File: src/rtl/easyaxi_rd_mst.sv
// easyaxi_rd_mst: AXI read master issuing AR bursts and checking in-order R responses
`ifndef AXI_ADDR_W
`define AXI_ADDR_W 32
`endif
`ifndef AXI_DATA_W
`define AXI_DATA_W 32
`endif
`ifndef AXI_ID_W
`define AXI_ID_W 4
`endif
`ifndef AXI_LEN_W
`define AXI_LEN_W 8
`endif
`ifndef AXI_SIZE_W
`define AXI_SIZE_W 3
`endif
`ifndef AXI_BURST_W
`define AXI_BURST_W 2
`endif
`ifndef AXI_RESP_W
`define AXI_RESP_W 2
`endif

module easyaxi_rd_mst #(
  parameter int OST_DEPTH = 16,
  parameter int MAX_LEN   = 8
) (
  input  logic                       clk,
  input  logic                       rst,
  input  logic                       enable,
  input  logic                       cmd_valid,
  output logic                       cmd_ready,
  input  logic [`AXI_ADDR_W-1:0]     cmd_addr,
  input  logic [`AXI_LEN_W-1:0]      cmd_len,
  input  logic [`AXI_SIZE_W-1:0]     cmd_size,
  input  logic [`AXI_BURST_W-1:0]    cmd_burst,
  output logic                       axi_mst_arvalid,
  output logic [`AXI_ID_W-1:0]       axi_mst_arid,
  output logic [`AXI_ADDR_W-1:0]     axi_mst_araddr,
  output logic [`AXI_LEN_W-1:0]      axi_mst_arlen,
  output logic [`AXI_SIZE_W-1:0]     axi_mst_arsize,
  output logic [`AXI_BURST_W-1:0]    axi_mst_arburst,
  input  logic                       axi_mst_arready,
  input  logic                       axi_mst_rvalid,
  input  logic [`AXI_ID_W-1:0]       axi_mst_rid,
  input  logic [`AXI_DATA_W-1:0]     axi_mst_rdata,
  input  logic [`AXI_RESP_W-1:0]     axi_mst_rresp,
  input  logic                       axi_mst_rlast,
  output logic                       axi_mst_rready,
  output logic                       dat_valid,
  input  logic                       dat_ready,
  output logic [`AXI_ID_W-1:0]       dat_id,
  output logic [`AXI_DATA_W-1:0]     dat_data,
  output logic [`AXI_RESP_W-1:0]     dat_resp,
  output logic                       dat_last,
  output logic [$clog2(OST_DEPTH):0] ost_cnt,
  output logic                       prot_err
);
  localparam int PW = $clog2(OST_DEPTH);
  localparam int CW = PW + 1;
  localparam int IW = `AXI_ID_W;
  localparam int LW = `AXI_LEN_W;
  localparam int AW = `AXI_ADDR_W;
  localparam int SW = `AXI_SIZE_W;
  localparam int BW = `AXI_BURST_W;
  localparam int PLW = IW + AW + LW + SW + BW;
  logic           arvalid_q, arvalid_d;
  logic [PLW-1:0] ar_q, ar_d;
  logic [IW-1:0]  id_q, id_d;
  logic [CW-1:0]  ost_q, ost_d;
  logic [PW-1:0]  wr_q, wr_d, rd_q, rd_d;
  logic [LW-1:0]  beat_q, beat_d;
  logic           prot_err_q, prot_err_d;
  logic [IW+LW-1:0] mem_q [OST_DEPTH];
  logic accept, ar_hs, r_hs, empty, at_end, pop, bad;
  logic [IW-1:0] head_id;
  logic [LW-1:0] head_len;
  assign {axi_mst_arid, axi_mst_araddr, axi_mst_arlen, axi_mst_arsize, axi_mst_arburst} = ar_q;
  assign axi_mst_arvalid = arvalid_q;
  assign axi_mst_rready = dat_ready;
  assign dat_valid = axi_mst_rvalid;
  assign dat_id = axi_mst_rid;
  assign dat_data = axi_mst_rdata;
  assign dat_resp = axi_mst_rresp;
  assign dat_last = axi_mst_rlast;
  assign ost_cnt = ost_q;
  assign prot_err = prot_err_q;
  // Handshakes, head-of-FIFO decode and beat checks; the FIFO occupancy equals ost_cnt
  always_comb begin
    cmd_ready = enable & (~arvalid_q | axi_mst_arready) & (ost_q < CW'(OST_DEPTH)) & (cmd_len < LW'(MAX_LEN));
    accept = cmd_valid & cmd_ready;
    ar_hs = arvalid_q & axi_mst_arready;
    r_hs = axi_mst_rvalid & dat_ready;
    empty = ost_q == '0;
    {head_id, head_len} = mem_q[rd_q];
    at_end = beat_q == head_len;
    pop = r_hs & ~empty & (axi_mst_rlast | at_end);
    bad = r_hs & (empty | (axi_mst_rid != head_id) | (axi_mst_rlast != at_end));
    arvalid_d = accept | (arvalid_q & ~ar_hs);
    ar_d = accept ? {id_q, cmd_addr, cmd_len, cmd_size, cmd_burst} : ar_q;
    id_d = id_q + IW'(accept);
    ost_d = ost_q + CW'(accept) - CW'(pop);
    wr_d = wr_q + PW'(accept);
    rd_d = rd_q + PW'(pop);
    beat_d = r_hs ? ((axi_mst_rlast | pop) ? '0 : beat_q + 1'b1) : beat_q;
    prot_err_d = prot_err_q | bad;
  end
  // State registers with synchronous reset
  always_ff @(posedge clk) begin
    if (rst) begin
      arvalid_q <= 1'b0;
      ar_q <= '0;
      id_q <= '0;
      ost_q <= '0;
      wr_q <= '0;
      rd_q <= '0;
      beat_q <= '0;
      prot_err_q <= 1'b0;
    end else begin
      arvalid_q <= arvalid_d;
      ar_q <= ar_d;
      id_q <= id_d;
      ost_q <= ost_d;
      wr_q <= wr_d;
      rd_q <= rd_d;
      beat_q <= beat_d;
      prot_err_q <= prot_err_d;
    end
  end
  // Expected-burst storage: {id, len} written at command accept
  always_ff @(posedge clk) begin
    if (accept) mem_q[wr_q] <= {id_q, cmd_len};
  end
endmodule
File: config.mk
export PLATFORM = sky130hd
export DESIGN_NAME = easyaxi_rd_mst
export DESIGN_NICKNAME = d
export VERILOG_FILES = /design/src/rtl/easyaxi_rd_mst.sv
export SDC_FILE = /design/constraint.sdc
export NUM_CORES = 1
export LEC_CHECK = 0
export BUFFER_PORTS_ARGS = -buffer_cell sky130_fd_sc_hd__buf_2
export CORE_MARGIN = 8
export CORE_UTILIZATION = 50
export DETAILED_ROUTE_END_ITERATION = 16
export GPL_TIMING_DRIVEN = 1
export PLACE_DENSITY = 0.75
export SYNTH_ARGS = -nofsm -noshare
export SYNTH_HDL_FRONTEND = slang
export SYNTH_SLANG_ARGS = --single-unit
File: constraint.sdc
create_clock -name clk -period 4.3 [get_ports clk]
set_input_delay 0.43 -clock clk [delete_from_list [all_inputs] [get_ports clk]]
set_output_delay 0.43 -clock clk [all_outputs]
set_load 0.05 [all_outputs]
; Word level (Yosys, flattened, before mapping)
; Memory sizes are Yosys's and may differ from the RTL's. A register that Yosys moved wholly into a read port is not among the register bits.
; Cells that the tools add are included.
[word_totals]
mem_count = 1
output_inout_bits = 98
rom_bits = 0
mem_bits_rw = 192
elab_cells = 45
latch_bits = 0
register_bits = 76
[op_classes]
n_addsub = 6
n_reduce_logical = 1
magnitude_cmp = 2
n_mul = 0
eq_ne = 3
n_div = 0
muxes = 4
n_shift = 0
bitwise_logic = 20
[mem_list]
columns = name, depth, word_bits, read_ports, rd_ports_with_merged_regs, wr, line_no
row1 = mem_q, 16, 12, 1, 1, 1, 74  ; logic [IW+LW-1:0] mem_q [OST_DEPTH];
[ops]
columns = operator, count
row1 = adder 4 x 1 -> 4 bit, 3
row2 = AND 1 bit, 10
row3 = adder 8 x 1 -> 8 bit (second input constant), 1
row4 = equality test 8 bit, 1
row5 = < comparator 8 x 4 -> 1 bit (second input constant), 1
row6 = two-way mux 8 bit, 1
row7 = bitwise OR 1 bit, 7
row8 = adder 5 x 1 -> 5 bit, 1
row9 = zero test 5 bit, 1
row10 = < comparator 5 bit (second input constant), 1
row11 = subtractor 5 x 1 -> 5 bit, 1
row12 = two-way mux 4 bit, 1
row13 = inequality test 4 bit, 1
row14 = inverter 1 bit, 3
row15 = two-way mux 1 bit, 2
row16 = inequality test 1 bit, 1

; Depth between registers and ports, before layout
[logic_depth]
word_depth = 8
ltp_mapped = 19
mapped_depth_nobuf = 17

; Worst setup path before layout
; Ideal clock, no wire load.
[synth_path]
path_type = reg-to-reg
start = register rd_q[2] (netlist name)
end = register ost_q[4], in the netlist ost_cnt[4]
arrival_ns = 3.961
slack_ns = 0.207
n_path_buf = 2
setup_ns = 0.132
period_less_slack_ns = 4.093
stages_incl_launch_ff = 20
cell_sequence = dfxtp_1 > clkbuf_1 > clkbuf_1 > mux4_2 > mux4_2 > xor2_1 > nor4_1 > nand2_1 > ha_1 > nor3_1 > ha_1 > inv_1 > ha_1 > inv_1 > fa_1 > inv_1 > a21oi_1 > nor2_1 > or3_1 > a21oi_1
[synth_lines]
columns = item, line_no
row1 = end signal: assignment, 123  ; ost_q <= ost_d;
row2 = end: declaration, 70  ; logic [CW-1:0] ost_q, ost_d;

==> results.sh <==
export IMPL_yosys_register_bits=268
export IMPL_max_freq_ghz=0.245
export IMPL_critPathMaxFanout=6
export IMPL_post_route_period_util_pct=94.9
export IMPL_synth_area_um2=10700
export IMPL_ys_types=39
export IMPL_port_buffers=120
export IMPL_antenna_cells=0
export IMPL_powerDensity_nw_per_um2=431
export IMPL_globalplace_congestion=0.742
export IMPL_hold_violations=0
export IMPL_drtAntennaViolNets=0
export IMPL_layout_drive_gt1_share_pct=32.9
export IMPL_synthCells=694
export IMPL_synth_fp_nets=800
export IMPL_status="finished clean"
export IMPL_cp_end_kind="flop"
export IMPL_synth_top_area_share_pct=54.0
export IMPL_dieHeight_um=162
export IMPL_synthTopCellsByArea="edfxtp_1, dfxtp_1, mux4_2, nand2_1, buf_4"
export IMPL_avgRoutedWirePerCell_um=22.0
export IMPL_cp_start_kind="flop"
export IMPL_tritoncts="done"
export IMPL_yosysTopAreaCell="edfxtp_1"
export IMPL_initialDrtViolationCount=540
export IMPL_drc=0
export IMPL_ys_flop_type="edfxtp_1"
export IMPL_whs_path_depth=3
export IMPL_clock_skew_ns=0.0124
export IMPL_setup_viol_count_final=0
export IMPL_ff2ff_path_depth=20
export IMPL_core_um2=21000
export IMPL_firstDrtPassIters=5
export IMPL_comb_power_share_pct=8.2
export IMPL_max_cap_violations=0
export IMPL_synth_async_reset_ratio_pct=0
export IMPL_p_int_w=0.00418
export IMPL_chipWidth_um=162
export IMPL_clock_root_buffer="clkbuf_16"
export IMPL_synth_warnings=0
export IMPL_grt_first_pass_wirelength_mm=36.3
export IMPL_synth_adder_area_share_pct=1.83
export IMPL_cts_sinks=268
export IMPL_hold_path_class="primary input to flop"
export IMPL_dpl_hpwl_mm=16.2
export IMPL_power_frac_seq_pct=52.0
export IMPL_start_util_pct=50.8
export IMPL_yosys_area_share_simple_pct=7.16
export IMPL_num_vias=6126
export IMPL_grt_pass1_vias=6052
export IMPL_synth_top_family_by_area="multiplexers"
export IMPL_worstSetupPathType="flop to flop"
export IMPL_path_clk_slew_ns=0.06
export IMPL_worstMarginPinSlew_ns=0.825
export IMPL_rows=53
export IMPL_finalPower_w=0.00539
export IMPL_grt_ovfl_total=0
export IMPL_p_switching_w=0.00120
export IMPL_clock_latency_ns=0.52
export IMPL_synthToLayoutAreaGrowth_pct=17.1
export IMPL_die_area_um2=26300
export IMPL_synth_common_cells="edfxtp_1, nand2_1, dfxtp_1, mux4_2, a21oi_1"
export IMPL_yosysSeqAreaShare_pct=68.3
export IMPL_fin_tns_setup_ns=0
export IMPL_avgSynthCellArea_um2=15.4
export IMPL_yosysMostFrequentCell="edfxtp_1"
export IMPL_wl_mm=24.5
export IMPL_track_usage_pct=18.3
export IMPL_ios=189
export IMPL_antenna_found_initial=0
export IMPL_htree_levels=1
export IMPL_slew_viol_final=0
export IMPL_pwr_share_clk_pct=39.9
export IMPL_synthXorXnorAreaFrac_pct=2.30
export IMPL_ir_worst_vdd_uv=249
export IMPL_slew_headroom_pct=44.2
export IMPL_synth_edf_count=192
export IMPL_synth_compound_area_share_pct=2.95
export IMPL_cts_buffers=27
export IMPL_cts_hold_buf=0
export IMPL_nets=924
export IMPL_post_route_min_period_ns=4.08
export IMPL_crit_required_ns=4.75
export IMPL_viasPerCell=5.50
export IMPL_worst_ep_arrival_time_ns=4.53
export IMPL_muxShareOfSynthArea_pct=12.7
export IMPL_grt_max_degree=47
export IMPL_fill_cells=1548
export IMPL_leakagePower_nw=4.38
export IMPL_cts_buffer_depth=3
export IMPL_netSwitchingFraction_pct=22.4
kinds of logic after synthesis:
logic type      count (synthesis)
flops                         268
compound gates                 59
mux                            63
buf+inv                        84
fa+ha+maj                      15
simple gates                  177
xor+xnor                       28
per-layer routing:
| metal | vias up | part of all wire, % | GRT usage (%) |
|---|---|---|---|
| met3 | 37 | 7.8 | 3.57 |
| li1 | 2772 | - | - |
| met2 | 248 | 53 | 32.0 |
| met4 | 0 | 1.8 | 5.43 |
| met1 | 3069 | 38 | 22.5 |
| met5 | - | 0 | 0 |
layout make-up:
cell class | count | area [um^2] | area share [%]
repair buffers | 169 | 1110 | 8.89
clock inverters | 16 | 106 | 0.851
flip-flops and latches | 268 | 7290 | 58.3
well taps | 275 | 344 | 2.75
multi-input cells | 342 | 2910 | 23.3
inverters | 10 | 37.5 | 0.300
clock buffers | 33 | 698 | 5.59
registers in the layout, indices dropped and copies added, names as in the netlist:
register         count
rd_q                 4
beat_q               8
ost_cnt              5
axi_mst_arvalid      1
wr_q                 4
mem_q              192
prot_err             1
ar_q                49
id_q                 4
cells in the final DEF (no fill, tap or decap), types with 4 or more instances in the layout:
| master | n |
|---|---|
| edfxtp_1 | 192 |
| buf_2 | 120 |
| nand2_1 | 98 |
| dfxtp_1 | 75 |
| mux4_2 | 52 |
| a21oi_1 | 50 |
| buf_4 | 38 |
| nor2_1 | 33 |
| clkbuf_16 | 28 |
| xor2_1 | 18 |
| ha_1 | 14 |
| xnor2_1 | 10 |
| buf_12 | 10 |
| inv_1 | 9 |
| nand3_1 | 9 |
| clkinv_2 | 9 |
| nor2b_1 | 7 |
| nand2b_1 | 6 |
| clkbuf_1 | 6 |
| nor3_2 | 5 |
| and2_1 | 5 |
| mux4_1 | 4 |
| mux2_2 | 4 |
| clkinv_1 | 4 |
power groups by stage:
stage,Clock (W),Combinational [W],Sequential (W)
detailed placement,0,0.000407,0.00285
CTS,0.00218,0.000411,0.00280
global placement,0,0.000400,0.00285
floorplan,0,0.000321,0.00290
global route,0.00228,0.000478,0.00280
finish,0.00215,0.000440,0.00280
metrics by stage:
| step | hold slack (ns) | util (%) | instances | setup slack (ns) | area (um^2) |
|---|---|---|---|---|---|
| floorplan | 0.477 | - | 694 | 0.207 | 10700 |
| global placement | 0.436 | 55.2 | 1056 | 0.0796 | 11600 |
| detailed placement | 0.438 | 55.2 | 1056 | 0.0383 | 11600 |
| CTS | 0.128 | 59.0 | 1105 | 0.0592 | 12400 |
| global route | 0.137 | 59.5 | 1113 | -0.0163 | 12500 |
| finish | 0.144 | 59.5 | 1113 | 0.220 | 12500 |
path summary, 6_finish.rpt:
| kind | from | slack, ns | end |
|---|---|---|---|
| hold reg to reg | ar_q[48] | 0.45 | ar_q[48] |
| setup reg to reg | rd_q[0] | 0.22 | ost_cnt[4] |
| hold / removal | cmd_addr[12] | 0.14 | ar_q[25] |
| setup / recovery | rd_q[0] | 0.22 | ost_cnt[4] |
worst max-delay path: stages (launching register included):
cell     delay (ns)
dfxtp_4        0.40
buf_12         0.14
mux4_2         0.50
mux4_2         0.51
xor2_1         0.16
nor4_2         0.31
buf_4          0.16
nand2_1        0.04
ha_1           0.19
nor3_2         0.13
buf_4          0.15
ha_1           0.11
inv_1          0.04
ha_1           0.18
inv_1          0.07
fa_2           0.19
inv_1          0.05
a21oi_2        0.15
nor2_2         0.06
or3_1          0.34
a21oi_1        0.12
repair_timing:
action | CTS | global route
setup endpoints to repair | 1 | 2
resized for setup | 1 | 6
gates cloned | 0 | 1
pin swaps | 0 | 4
setup buffers | 0 | 7
Power figures use the tool's default switching activity.
